==> config.mk <==
export PLATFORM = sky130hd
export DESIGN_NAME = clb_lut_chain
export DESIGN_NICKNAME = d
export VERILOG_FILES = /design/src/rtl/clb_lut_chain.sv
export SDC_FILE = /design/constraint.sdc
export NUM_CORES = 1
export LEC_CHECK = 0
export BUFFER_PORTS_ARGS = -buffer_cell sky130_fd_sc_hd__buf_2
export CAP_MARGIN = 30
export CORE_MARGIN = 3
export CORE_UTILIZATION = 63
export DETAILED_ROUTE_END_ITERATION = 7
export PLACE_DENSITY_LB_ADDON = 0.08
export RECOVER_POWER = 50
export SLEW_MARGIN = 25
export SYNTH_ARGS = -nofsm -noshare
export SYNTH_HDL_FRONTEND = slang
export SYNTH_SLANG_ARGS = --single-unit
==> constraint.sdc <==
create_clock -name clk_i -period 9 [get_ports clk_i]
set_clock_uncertainty 0.15 [all_clocks]
set_input_delay 2.7 -clock clk_i [delete_from_list [all_inputs] [get_ports clk_i]]
set_output_delay 2.7 -clock clk_i [all_outputs]
set_load 0.02 [all_outputs]
==> src/rtl/clb_lut_chain.sv <==
`default_nettype none
// clb_lut_chain: K-input LUT tile with neighbour/local source muxes, optional output FF, 4-way routing
// and a daisy-chained serial configuration load. Optional build macro: CLB_CFG_PARITY_EN (even-parity MSB).
module clb_lut_chain #(
  parameter int LUT_K   = 4,
  parameter int N_LOCAL = 2
) (
  input  logic               clk_i,
  input  logic               rst_i,
  input  logic               from_north,
  input  logic               from_south,
  input  logic               from_east,
  input  logic               from_west,
  input  logic [N_LOCAL-1:0] local_inputs,
  input  logic               ce_i,
  input  logic               cfg_en_i,
  input  logic               cfg_data_i,
  output logic               cfg_data_o,
  output logic               cfg_done_o,
  output logic               cfg_err_o,
  output logic               to_north,
  output logic               to_south,
  output logic               to_east,
  output logic               to_west,
  output logic               local_output
);

  localparam int SRC_N      = 4 + N_LOCAL + 1;
  localparam int SELW       = $clog2(SRC_N + 1);
  localparam int SRC_PAD    = (1 << SELW) - SRC_N;
  localparam int LUT_N      = 1 << LUT_K;
  localparam int CFG_W      = LUT_K * SELW + LUT_N + 6;
  localparam int LUT_LO     = LUT_K * SELW;
  localparam int ROUTE_LO   = LUT_LO + LUT_N;
  localparam int FFUSE_BIT  = ROUTE_LO + 4;
  localparam int FFINIT_BIT = FFUSE_BIT + 1;
`ifdef CLB_CFG_PARITY_EN
  localparam int CHAIN_W    = CFG_W + 1;
`else
  localparam int CHAIN_W    = CFG_W;
`endif
  localparam int CNT_W      = $clog2(CHAIN_W + 2);
  localparam logic [CNT_W-1:0] CNT_FULL = CNT_W'(CHAIN_W);
  localparam logic [CNT_W-1:0] CNT_SAT  = CNT_W'(CHAIN_W + 1);

  typedef enum logic [1:0] {IDLE = 2'd0, SHIFT = 2'd1, RUN = 2'd2} state_t;

  state_t             state;
  logic [CHAIN_W-1:0] cfg_q;
  logic [CNT_W-1:0]   cnt;
  logic               ff_q;
  logic               cfg_err;

  logic [(1<<SELW)-1:0] src_ext;
  logic [LUT_K-1:0]     lut_in;
  logic [LUT_N-1:0]     lut_bits;
  logic [3:0]           route;
  logic                 lut_out;
  logic                 func;
  logic                 active;
  logic                 parity_ok;

  // Unused select codes land on the zero padding, so they read as constant 0.
  assign src_ext  = {{SRC_PAD{1'b0}}, ff_q, local_inputs, from_west, from_east, from_south, from_north};
  assign lut_bits = cfg_q[LUT_LO +: LUT_N];
  assign route    = cfg_q[ROUTE_LO +: 4];

  for (genvar i = 0; i < LUT_K; i++) begin : g_lut_in
    logic [SELW-1:0] sel;
    assign sel       = cfg_q[i*SELW +: SELW];
    assign lut_in[i] = src_ext[sel];
  end

  assign lut_out = lut_bits[lut_in];
  assign func    = cfg_q[FFUSE_BIT] ? ff_q : lut_out;

`ifdef CLB_CFG_PARITY_EN
  assign parity_ok = ~^cfg_q;
`else
  assign parity_ok = 1'b1;
`endif

  always_ff @(posedge clk_i) begin
    if (rst_i) begin
      state   <= IDLE;
      cfg_q   <= '0;
      cnt     <= '0;
      ff_q    <= 1'b0;
      cfg_err <= 1'b0;
    end else begin
      if (cfg_en_i) begin
        cfg_q <= {cfg_data_i, cfg_q[CHAIN_W-1:1]};
      end
      case (state)
        IDLE, RUN: begin
          if (cfg_en_i) begin
            state   <= SHIFT;
            cnt     <= CNT_W'(1);
            cfg_err <= 1'b0;
          end else if (state == RUN && ce_i) begin
            ff_q <= lut_out;
          end
        end
        SHIFT: begin
          if (cfg_en_i) begin
            if (cnt != CNT_SAT) cnt <= cnt + CNT_W'(1);
          end else if (cnt == CNT_FULL && parity_ok) begin
            state <= RUN;
            ff_q  <= cfg_q[FFINIT_BIT];
          end else begin
            state   <= IDLE;
            cfg_err <= 1'b1;
          end
        end
        default: state <= IDLE;
      endcase
    end
  end

  // A new load starting from RUN must silence the tile in the same cycle, before the state changes.
  assign active       = (state == RUN) && !cfg_en_i;
  assign local_output = active & func;
  assign to_north     = active & func & route[0];
  assign to_south     = active & func & route[1];
  assign to_east      = active & func & route[2];
  assign to_west      = active & func & route[3];
  assign cfg_done_o   = (state == RUN);
  assign cfg_err_o    = cfg_err;
  assign cfg_data_o   = cfg_q[0];

endmodule
`default_nettype wire

# Yosys cells after proc, flatten, opt, wreduce, memory -nomap -nowiden
# Index checks and enable logic that the tools add are counted.
dict set report op_classes {
  n_addsub 1
  order_cmp 5
  n_eq_ne 12
  n_mux 28
  bitwise_logic 5
  reduce_logical 10
}
# op n
set ops {}
lappend ops {{two-way mux 6 bit} 3}
lappend ops {{less-than comparator 3 x 4 -> 1 bit, second input constant} 4}
lappend ops {{!= test 2 bit, second input constant} 8}
lappend ops {{two-way mux 1 bit} 13}
lappend ops {{binary-select mux 1 bit (select 3 bit)} 4}
lappend ops {{case mux 6 bit (2 select lines)} 1}
lappend ops {{AND reduction 4 bit} 2}
lappend ops {{adder 6 x 1 -> 6 bit, second input constant} 1}
lappend ops {{== test 6 bit, second input constant} 1}
lappend ops {{two-way mux 2 bit} 3}
lappend ops {{!= test 6 bit, second input constant} 1}
lappend ops {{bitwise AND 1 bit} 5}
lappend ops {{less-than comparator 4 x 5 -> 1 bit, second input constant} 1}
lappend ops {{AND reduction 5 bit} 1}
lappend ops {{binary-select mux 1 bit (select 4 bit)} 1}
lappend ops {{case mux 1 bit (2 select lines)} 2}
lappend ops {{case mux 2 bit (2 select lines)} 1}
lappend ops {{== test 2 x 1 -> 1 bit, second input constant} 1}
lappend ops {{== test 2 bit, second input constant} 1}
lappend ops {{logical AND 1 bit} 2}
lappend ops {{logical NOT 2 bit} 1}
lappend ops {{AND reduction 2 bit} 1}
lappend ops {{nonzero test 2 bit} 1}
lappend ops {{OR reduction 2 bit} 1}
lappend ops {{logical NOT 1 bit} 1}
dict set report totals {
  ff_bits 44
  input_bits 11
  out_inout_bits 8
  word_cells 66
}

# Depth between registers and ports, before layout
# Gate-level depths: netlist of run 1.
dict set report depth {
  depth_word 7
  depth_mapped 9
  ltp_nobuf 9
}

# Worst setup path after synthesis of run 1
# OpenSTA, ideal clock, no wires.
dict set report synth_timing {
  path_kind {input -> output}
  from {input from_north}
  to {output to_east}
  arrival_ns 4.429
  required_ns 6.150
  path_slack_ns 1.721
  stages 7
  path_buffers 0
  cell_sequence {mux2_4 > o311ai_4 > mux2i_1 > mux2i_1 > mux2_4 > o22ai_4 > nor4_2}
}
dict set report synth_via {
  elab_chain_len 7
  elab_cells_between_ends 13
  classes_between {11 x mux; 2 x bitwise}
}
# element line
set synth_rtl {}
lappend synth_rtl {{start, declared} 10} ;# input logic from_north,
lappend synth_rtl {{binary-select mux 1 bit (select 3 bit)} 71} ;# assign lut_in[i] = src_ext[sel];
lappend synth_rtl {{two-way mux 1 bit (implied by the code)} 71}
lappend synth_rtl {{binary-select mux 1 bit (select 4 bit) (*)} 74} ;# assign lut_out = lut_bits[lut_in];
lappend synth_rtl {{two-way mux 1 bit (implied by the code) (*)} 74}
lappend synth_rtl {{two-way mux 1 bit (*)} 75} ;# assign func = cfg_q[FFUSE_BIT] ? ff_q : lut_out;
lappend synth_rtl {{bitwise AND 1 bit (*) (2 in series)} 125} ;# assign to_east = active & func & route[2];
lappend synth_rtl {{end, declared} 23} ;# output logic to_east,
# Every way passes the cells marked *; elsewhere a longest branch is shown, timed or not. The select of a mux whose other input is x is not followed.

# Worst setup path in the final report of run 1
dict set report layout_timing {
  from {input cfg_en_i}
  to {output to_east}
}
dict set report layout_via {
  elab_chain_len 4
}
# element line
set layout_rtl {}
lappend layout_rtl {{start, declared} 16} ;# input logic cfg_en_i,
lappend layout_rtl {{logical NOT 1 bit} 121} ;# assign active = (state == RUN) && !cfg_en_i;
lappend layout_rtl {{logical AND 1 bit} 121}
lappend layout_rtl {{bitwise AND 1 bit (2 in series)} 125}
# Every way passes these cells.

==> impl_metrics.yaml, run 1 <==
status:
  outcome: "complete, but fails checks"
  violations: "max-capacitance violations, max-slew violations"
detailed_routing:
  topRoutingLayerUsed: "met4"
  met2_length_um: 1920
  detail_route.drc_violations: 0
  drtIter0Drc: 100
  route.layer.met1.wl_um: 1740
  routed_wl_um: 3870
  met3_wirelength_um: 155
  wl_per_cell_um: 13.7
  final_antenna_net_count: 0
  drt_pre_antenna_iters: 4
  vias_per_cell: 5.80
  number_of_vias_after_detailed_routing: 1636
critical_path:
  critical_path.startpoint_type: "primary input"
  end_kind: "output port"
  worstPathMaxFanout: 27
  path_class: "in2out"
  worstSetupStartpoint: "cfg_en_i"
  critical_path.endpoint: "to_east"
  worst_ep_arrival_time_ns: 5.23
  regToRegSetupSlack_ns: 6.48
  worstPathRequired_ns: 6.15
  reg2reg_depth: 7
  worst_r2r_startpoint: "cfg_q[0]$_SDFFE_PP0P_"
  worstReg2RegEnd: "ff_q$_SDFFE_PP0P_"
power_and_ir_drop:
  cell_internal_pwr_w: 0.000246
  power.leakage_nw: 0.944
  power.combinational.fraction: 0.083
  vdd_drop_max_mv: 0.109
  clockPowerShare: 0.299
  pwrdens_nw_per_um2: 137
  post-layout-total-power_w: 0.000319
  seqPwrFrac: 0.618
  swShare: 0.230
  p_switching_w: 0.0000734
sta:
  report.final.setup_viol: 0
  relSlewSlack: -0.0379
  final.min_clock_period_ns: 8.08
  final.setup.tns_ns: 0
  final_max_slew_viol_count: 28
  tightestPinTransition_ns: 1.56
  hold_violations: 0
  rsz0062_at_grt: "false"
  timing.final.crit_share: 0.898
  max_freq_ghz: 0.124
  crit_path_setup_slack_layout_ns: 0.922
yosys:
  synth.lib_cells_used.distinct: 38
  ys_seq_area_frac: 0.408
  ys_dominant_reg_cell: "sky130_fd_sc_hd__dfxtp_1"
  synth_warn: 0
  post_synth_instance_area_um2: 2160
  ys_async_sr_fraction: 0
  postSynthRegisterBits: 44
  synth_edf_count: 0
  syn_inst: 220
  syn_avg_cell_area_um2: 9.82
  postSynthNetCount: 233
die:
  top_level_ports: 19
  floorplan.rows: 20
  starting_density_of_the_core: 0.685
  dieWidth_um: 64.6
  fp.dieH_um: 64.6
  floorplan.die_area_um2: 4170
  design.core.area_um2: 3150
cells_and_area:
  mostFrequentLayoutCells: "47 x sky130_fd_sc_hd__mux2i_1, 44 x sky130_fd_sc_hd__dfxtp_1, 41 x sky130_fd_sc_hd__nor2_1, 17 x sky130_fd_sc_hd__buf_2, 12 x sky130_fd_sc_hd__nand2_1"
  syn_to_final_growth_pct: 8.00
  ratio_of_cells_with_drive_above_1_in_the_final_layout: 0.168
  layout_filler_cell_count: 261
  count_of_antenna_diodes_in_the_layout: 0
  nets: 250
  layout_commonest_cell: "sky130_fd_sc_hd__mux2i_1"
clock_network:
  cts_setup_buffers: 0
  path_clk_slew_ns: 0.11
  tritoncts.num_buffers: 5
  cts_tree: "yes"
  cts-htree-levels: 2
  post_cts_resized: 0
  tritoncts_num_sinks: 44
  clk-insertion-delay-late_ns: 0.35
  postCtsHoldBufs: 0
  clockBufferDepth: 2
  clock_tree.root_cell: "sky130_fd_sc_hd__clkbuf_4"
global_routing:
  grt.total_usage: 0.205
  grt_start_max_net_pins: 41
  grt_overflow: 0
  grt_antenna_before_repair: 0
  global_route_wire_length_before_repair_um: 6870
  via_count_of_the_first_global_routing_pass: 1594
hold_path:
  hp-class: "reg2reg"
place:
  gp_congestion: 0.833
  detailedPlace.worstSlack_ns: 1.34
  dp.final_hpwl_um: 2910
  portBuffers: 18
job:
  cap_violations: 1
cells in the mapped netlist (2+ instances only):
cell type	number	area, µm²
sky130_fd_sc_hd__nand2_1	12	45.0
sky130_fd_sc_hd__nand2b_1	8	50.1
sky130_fd_sc_hd__o211ai_1	2	15.0
sky130_fd_sc_hd__nor4_2	5	62.6
sky130_fd_sc_hd__xor2_1	2	17.5
sky130_fd_sc_hd__inv_1	2	7.51
sky130_fd_sc_hd__o21ai_0	2	10.0
sky130_fd_sc_hd__nor2_1	41	154
sky130_fd_sc_hd__dfxtp_1	44	881
sky130_fd_sc_hd__clkbuf_1	7	26.3
sky130_fd_sc_hd__nand3_1	3	15.0
sky130_fd_sc_hd__mux4_2	3	67.6
sky130_fd_sc_hd__mux2_4	2	30.0
sky130_fd_sc_hd__mux2i_1	47	470
sky130_fd_sc_hd__nand3b_1	4	30.0
sky130_fd_sc_hd__ha_1	2	25.0
sky130_fd_sc_hd__buf_1	2	7.51
sky130_fd_sc_hd__a211oi_1	2	15.0
sky130_fd_sc_hd__a21oi_1	9	45.0
sky130_fd_sc_hd__nor2b_1	2	12.5
sky130_fd_sc_hd__nor3_1	2	10.0
sequential cells by signal (all words and copies together), names as in the netlist:
signal / cells
cfg_err_o: 1
state: 2
cfg_q: 34
ff_q: 1
cnt: 6
critical path: stages:
cell and delay [ns]:
sky130_fd_sc_hd__clkbuf_1 0.81, sky130_fd_sc_hd__clkbuf_1 1.20, sky130_fd_sc_hd__nand2b_1 0.28, sky130_fd_sc_hd__nor4_2 0.05
sky130_fd_sc_hd__buf_2 0.18
power groups by stage:
stage,clock [W],sequential [W],combinational [W]
finish,0.0000955,0.000197,0.0000266
global route,0.000106,0.000197,0.0000293
CTS,0.0000984,0.000197,0.0000270
detailed placement,0,0.000201,0.0000268
global placement,0,0.000201,0.0000251
floorplan,0,0.000201,0.0000201
area by class of cell:
cell class	count	area, µm²	share of cell area
clock buffers	8	58.8	0.0252
inverters	3	11.3	0.00483
multi-input cells	164	1230	0.529
flip-flops and latches	44	881	0.378
well taps	44	55.1	0.0236
repair buffers	19	92.6	0.0397
how the worst min path moves through the flow:
stage                                start                     end  slack (ns)  cells past startpoint
finish              cfg_q[29]$_SDFFE_PP0P_  cfg_q[28]$_SDFFE_PP0P_        0.33                      2
global route        cfg_q[29]$_SDFFE_PP0P_  cfg_q[28]$_SDFFE_PP0P_        0.35                      2
CTS                 cfg_q[30]$_SDFFE_PP0P_  cfg_q[29]$_SDFFE_PP0P_        0.34                      2
detailed placement  cfg_err_o$_SDFFE_PP0P_  cfg_err_o$_SDFFE_PP0P_        0.31                      2
global placement    cfg_err_o$_SDFFE_PP0P_  cfg_err_o$_SDFFE_PP0P_        0.30                      2
floorplan           cfg_q[29]$_SDFFE_PP0P_  cfg_q[28]$_SDFFE_PP0P_        0.30                      2
kinds of logic after synthesis:
logic type / Yosys count / share of synthesized area
flip-flops: 44 / 0.408
buffers and inverters: 12 / 0.0209
XOR/XNOR: 3 / 0.0122
AO/OA/AOI/OAI: 25 / 0.0910
multiplexers: 53 / 0.268
adder cells (fa/ha/maj): 2 / 0.0116
AND/OR/NAND/NOR: 81 / 0.188
stage by stage:
stage                     hold WS, ns  utilization  area (µm²)  cells
after global placement          0.296        0.720        2270    273
final                           0.329        0.740        2330    282
after floorplan                 0.296            -        2160    220
after detailed placement        0.314        0.727        2290    274
after global routing            0.352        0.740        2330    282
after CTS                       0.335        0.745        2350    282
metal layers:
| metal | vias to the layer above | GRT usage |
|---|---|---|
| met4 | 0 | 0.0475 |
| met3 | 6 | 0.0416 |
| met1 | 785 | 0.251 |
| met5 | - | 0 |
| li1 | 811 | - |
| met2 | 34 | 0.369 |
(Power assumes the default switching activity.)
==> inputs of run 2 (changes only) <==
CELL_PAD_IN_SITES_DETAIL_PLACEMENT = 1   (was unset)
CELL_PAD_IN_SITES_GLOBAL_PLACEMENT = 1   (was unset)
CORE_UTILIZATION = 49   (was 63)
==> run 2 against run 1 <==
Effect of this change: the run now ends clean; critical path depth grew 4; die area grew 26%; setup slack gained 0.36 ns; worst hold slack lost 0.0094 ns; global-route usage shrank 0.56 points; sequential cell count is the same.
==> impl_metrics.yaml, run 2 (same netlist as run 1, synthesis figures left out) <==
sta:
  crit_path_setup_slack_layout_ns: 1.28
  relSlewSlack: 0.0301
  hold_violations: 0
  final_max_slew_viol_count: 0
  tightestPinTransition_ns: 1.45
  timing.final.crit_share: 0.857
  report.final.setup_viol: 0
  max_freq_ghz: 0.130
  final.setup.tns_ns: 0
  final.min_clock_period_ns: 7.72
  rsz0062_at_grt: "false"
place:
  dp.final_hpwl_um: 3540
  portBuffers: 18
  gp_congestion: 0.795
  detailedPlace.worstSlack_ns: 1.26
  placed_cells: 280
critical_path:
  crit_chain: "buf_2 -> mux2_4 -> o311ai_4 -> mux2i_1 -> mux2i_1 -> mux2_4 -> o22ai_4 -> nor4_2 -> buf_2"
  worst_path_max_stage_delay_ns: 0.52
  worstPathMaxFanout: 8
  end_kind: "output port"
  crit_slowest_cell: "sky130_fd_sc_hd__o311ai_4"
  critical_path.startpoint_type: "primary input"
  worst-path-buf-inv: 2
  worst_ep_arrival_time_ns: 4.87
  path_class: "in2out"
  worstPathRequired_ns: 6.15
  regToRegSetupSlack_ns: 6.42
  critical_path_s_top_delay_family: "multiplexers"
global_routing:
  grt_start_max_net_pins: 41
  global_route_wire_length_before_repair_um: 8180
  grt_overflow: 0
  grt.total_usage: 0.199
  grt_antenna_before_repair: 0
  via_count_of_the_first_global_routing_pass: 1762
die:
  dieWidth_um: 72.4
  floorplan.rows: 23
  floorplan.die_area_um2: 5240
  starting_density_of_the_core: 0.525
  fp.dieH_um: 72.4
  top_level_ports: 19
  design.core.area_um2: 4120
clock_network:
  post_cts_resized: 0
  clk-insertion-delay-late_ns: 0.29
  cts_tree: "yes"
  cts-htree-levels: 2
  path_clk_slew_ns: 0.08
  postCtsHoldBufs: 0
  tritoncts.num_buffers: 5
  tritoncts_num_sinks: 44
  clock_tree.root_cell: "sky130_fd_sc_hd__clkbuf_8"
  clockBufferDepth: 2
  cts_setup_buffers: 0
cells_and_area:
  final_cell_count_no_fill: 288
  mostFrequentLayoutCells: "47 x sky130_fd_sc_hd__mux2i_1, 44 x sky130_fd_sc_hd__dfxtp_1, 41 x sky130_fd_sc_hd__nor2_1, 16 x sky130_fd_sc_hd__buf_2, 12 x sky130_fd_sc_hd__nand2_1"
  syn_to_final_growth_pct: 9.85
  count_of_antenna_diodes_in_the_layout: 0
  nets: 250
  layout_commonest_cell: "sky130_fd_sc_hd__mux2i_1"
  ratio_of_cells_with_drive_above_1_in_the_final_layout: 0.172
  largest-register: "cfg_q"
  largest_register_ff_count: 34
  reg_top3: "cfg_q (34), cnt (6), state (2)"
  layout_filler_cell_count: 472
power_and_ir_drop:
  power.combinational.fraction: 0.077
  p_switching_w: 0.0000836
  cell_internal_pwr_w: 0.000268
  swShare: 0.238
  seqPwrFrac: 0.560
  vdd_drop_max_mv: 0.0753
  pwrdens_nw_per_um2: 148
  clockPowerShare: 0.363
  power.leakage_nw: 0.958
detailed_routing:
  drt_pre_antenna_iters: 4
  routed_wl_um: 4730
  wl_per_cell_um: 16.4
  vias_per_cell: 5.66
  detail_route.drc_violations: 0
  final_antenna_net_count: 0
  number_of_vias_after_detailed_routing: 1630
  drtIter0Drc: 75
job:
  cap_violations: 0
status:
  outcome: "complete, no violations"
hold_path:
  hp-class: "reg2reg"
==> run 2: power groups by stage <==
stage | Sequential [W] | Clock (W) | Combinational, W
floorplan | 0.000201 | 0 | 0.0000201
finish | 0.000197 | 0.000128 | 0.0000270
global route | 0.000197 | 0.000139 | 0.0000296
global placement | 0.000201 | 0 | 0.0000255
detailed placement | 0.000202 | 0 | 0.0000280
CTS | 0.000197 | 0.000133 | 0.0000281
==> run 2: metrics by stage <==
stage | instance area (µm²) | power (W) | hold slack (ns) | utilization
finish | 2370 | 0.000352 | 0.320 | 0.576
global placement | 2280 | 0.000227 | 0.296 | 0.554
floorplan | 2160 | 0.000221 | 0.296 | -
CTS | 2400 | 0.000358 | 0.326 | 0.583
detailed placement | 2310 | 0.000230 | 0.314 | 0.560
global route | 2370 | 0.000366 | 0.357 | 0.576
==> run 2: layout make-up <==
cell class | count | area (µm²) | area share
repair buffers | 19 | 91.3 | 0.0385
well taps | 50 | 62.6 | 0.0264
flip-flops and latches | 44 | 881 | 0.371
clock buffers | 6 | 82.6 | 0.0348
clock inverters | 2 | 10.0 | 0.00422
multi-input cells | 164 | 1230 | 0.520
inverters | 3 | 11.3 | 0.00475
==> run 2: worst paths after layout <==
check                               from                      to  cells past startpoint
setup / recovery              from_north            local_output                      9
hold / removal    cfg_q[30]$_SDFFE_PP0P_  cfg_q[29]$_SDFFE_PP0P_                      2
setup reg to reg   cfg_q[0]$_SDFFE_PP0P_       ff_q$_SDFFE_PP0P_                      7
hold reg to reg   cfg_q[30]$_SDFFE_PP0P_  cfg_q[29]$_SDFFE_PP0P_                      2
==> run 2: layer usage <==
| metal | up-vias | track usage | routed length (µm) |
|---|---|---|---|
| li1 | 811 | - | - |
| met1 | 784 | 0.236 | 2130 |
| met2 | 25 | 0.351 | 2350 |
| met3 | 10 | 0.0429 | 155 |
| met4 | 0 | 0.0758 | 87 |
| met5 | - | 0 | 0 |
==> run 2: worst register-to-register path: stages (launching register included) <==
cell	delay (ns)
sky130_fd_sc_hd__dfxtp_1	0.49
sky130_fd_sc_hd__mux2_4	0.35
sky130_fd_sc_hd__o311ai_4	0.52
sky130_fd_sc_hd__mux2i_1	0.29
sky130_fd_sc_hd__mux2i_1	0.11
sky130_fd_sc_hd__mux2_4	0.31
sky130_fd_sc_hd__a22oi_1	0.18
sky130_fd_sc_hd__o21ai_1	0.09
==> inputs of run 3 (changes only) <==
ABC_CLOCK_PERIOD_IN_PS = 9000   (was unset)
CTS_BUF_LIST = sky130_fd_sc_hd__clkbuf_16   (was unset)
GPL_ROUTABILITY_DRIVEN = 1   (was unset)
==> run 3 against run 2 <==
Effect of this change: clock power rose by 35%; design area is 2.0% higher; maximum frequency down 0.16%; core utilization is 1.1 points higher; via count is 1.0% higher; largest power group unchanged.
==> impl_metrics.yaml, run 3 (same netlist as run 1, synthesis figures left out) <==
sta:
  timing.final.crit_share: 0.859
  relSlewSlack: 0.0480
  final.setup.tns_ns: 0
  hold_violations: 0
  final.min_clock_period_ns: 7.73
  rsz0062_at_grt: "false"
  max_freq_ghz: 0.129
  final_max_slew_viol_count: 0
  crit_path_setup_slack_layout_ns: 1.27
  report.final.setup_viol: 0
  tightestPinTransition_ns: 1.43
clock_network:
  post_cts_resized: 0
  tritoncts_num_sinks: 44
  clk-insertion-delay-late_ns: 0.28
  path_clk_slew_ns: 0.06
  postCtsHoldBufs: 0
  cts-htree-levels: 2
  clock_tree.root_cell: "sky130_fd_sc_hd__clkbuf_16"
  cts_tree: "yes"
  clockBufferDepth: 2
  tritoncts.num_buffers: 5
  cts_setup_buffers: 0
cells_and_area:
  largest_register_ff_count: 34
  syn_to_final_growth_pct: 12.0
  reg_top3: "cfg_q (34), cnt (6), state (2)"
  layout_commonest_cell: "sky130_fd_sc_hd__mux2i_1"
  final_cell_count_no_fill: 288
  mostFrequentLayoutCells: "47 x sky130_fd_sc_hd__mux2i_1, 44 x sky130_fd_sc_hd__dfxtp_1, 41 x sky130_fd_sc_hd__nor2_1, 16 x sky130_fd_sc_hd__buf_2, 12 x sky130_fd_sc_hd__nand2_1"
  nets: 250
  largest-register: "cfg_q"
  ratio_of_cells_with_drive_above_1_in_the_final_layout: 0.168
  finish.instance_area_um2: 2420
  count_of_antenna_diodes_in_the_layout: 0
place:
  gp_congestion: 0.795
  portBuffers: 18
  dp.final_hpwl_um: 3540
  detailedPlace.worstSlack_ns: 1.26
  placed_cells: 280
  dpl_cell_area_um2: 2310
die:
  fp.dieH_um: 72.4
  top_level_ports: 19
  floorplan.rows: 23
  floorplan.die_area_um2: 5240
  dieWidth_um: 72.4
  design.core.area_um2: 4120
  starting_density_of_the_core: 0.525
detailed_routing:
  vias_per_cell: 5.72
  drtIter0Drc: 71
  topRoutingLayerUsed: "met4"
  final_antenna_net_count: 0
  met3_wirelength_um: 185
  wl_per_cell_um: 16.8
  detail_route.drc_violations: 0
  routed_wl_um: 4840
  drt_pre_antenna_iters: 4
  route.layer.met1.wl_um: 2120
  met2_length_um: 2450
  number_of_vias_after_detailed_routing: 1647
global_routing:
  grt.total_usage: 0.203
  grt_antenna_before_repair: 0
  via_count_of_the_first_global_routing_pass: 1750
  global_route_wire_length_before_repair_um: 8310
  grt_start_max_net_pins: 41
  grt_overflow: 0
power_and_ir_drop:
  post-layout-total-power_w: 0.000397
  power.leakage_nw: 0.978
  pwrdens_nw_per_um2: 164
  vdd_drop_max_mv: 0.0973
critical_path:
  path_class: "in2out"
  end_kind: "output port"
  crit_chain: "buf_2 -> mux2_4 -> o311ai_4 -> mux2i_1 -> mux2i_1 -> mux2_4 -> o22ai_4 -> nor4_2 -> buf_2"
  worst_path_max_stage_delay_ns: 0.52
  critical_path.startpoint_type: "primary input"
  worst_ep_arrival_time_ns: 4.88
  crit_slowest_cell: "sky130_fd_sc_hd__o311ai_4"
  worstPathMaxFanout: 8
  worstPathRequired_ns: 6.15
status:
  outcome: "complete, no violations"
job:
  cap_violations: 0
hold_path:
  hp-class: "reg2reg"
[run 3: routing by layer]
metal | global-route usage | vias to the layer above
met5 | 0 | -
met4 | 0.0697 | 0
met3 | 0.0429 | 8
met2 | 0.360 | 35
met1 | 0.242 | 791
li1 | - | 813
[run 3: power by group]
part           switching (W)  internal, W
Clock              0.0000719     0.000101
Combinational      0.0000160    0.0000111
Sequential        0.00000113     0.000196
[run 3: worst max-delay path: cells and delay by family]
kind                   cells  cell delay [ns]
buffers and inverters      2             0.33
and+or+nand+nor            1             0.06
muxes                      4             0.99
AOI/OAI and AO/OA          2             0.79
[run 3: final timing paths]
path / end / from / slack (ns) / cells past startpoint
setup / recovery: local_output / from_north / 1.27 / 9
hold / removal: cfg_q[29]$_SDFFE_PP0P_ / cfg_q[30]$_SDFFE_PP0P_ / 0.32 / 2
setup reg to reg: ff_q$_SDFFE_PP0P_ / cfg_q[0]$_SDFFE_PP0P_ / 6.40 / 7
hold reg to reg: cfg_q[29]$_SDFFE_PP0P_ / cfg_q[30]$_SDFFE_PP0P_ / 0.32 / 2
[run 3: layout make-up]
cell class                      count  area (µm²)
Fill cell                         472        1700
Clock inverter                      3        13.8
Inverter                            3        11.3
Clock buffer                        5         125
Multi-Input combinational cell    164        1230
Sequential cell                    44         881
Tap cell                           50        62.6
Timing Repair Buffer               19        91.3
[run 3: metrics by stage]
stage	utilization	hold slack [ns]
finish	0.588	0.316
global route	0.588	0.354
CTS	0.594	0.322
detailed placement	0.560	0.314
global placement	0.554	0.296
floorplan	-	0.296
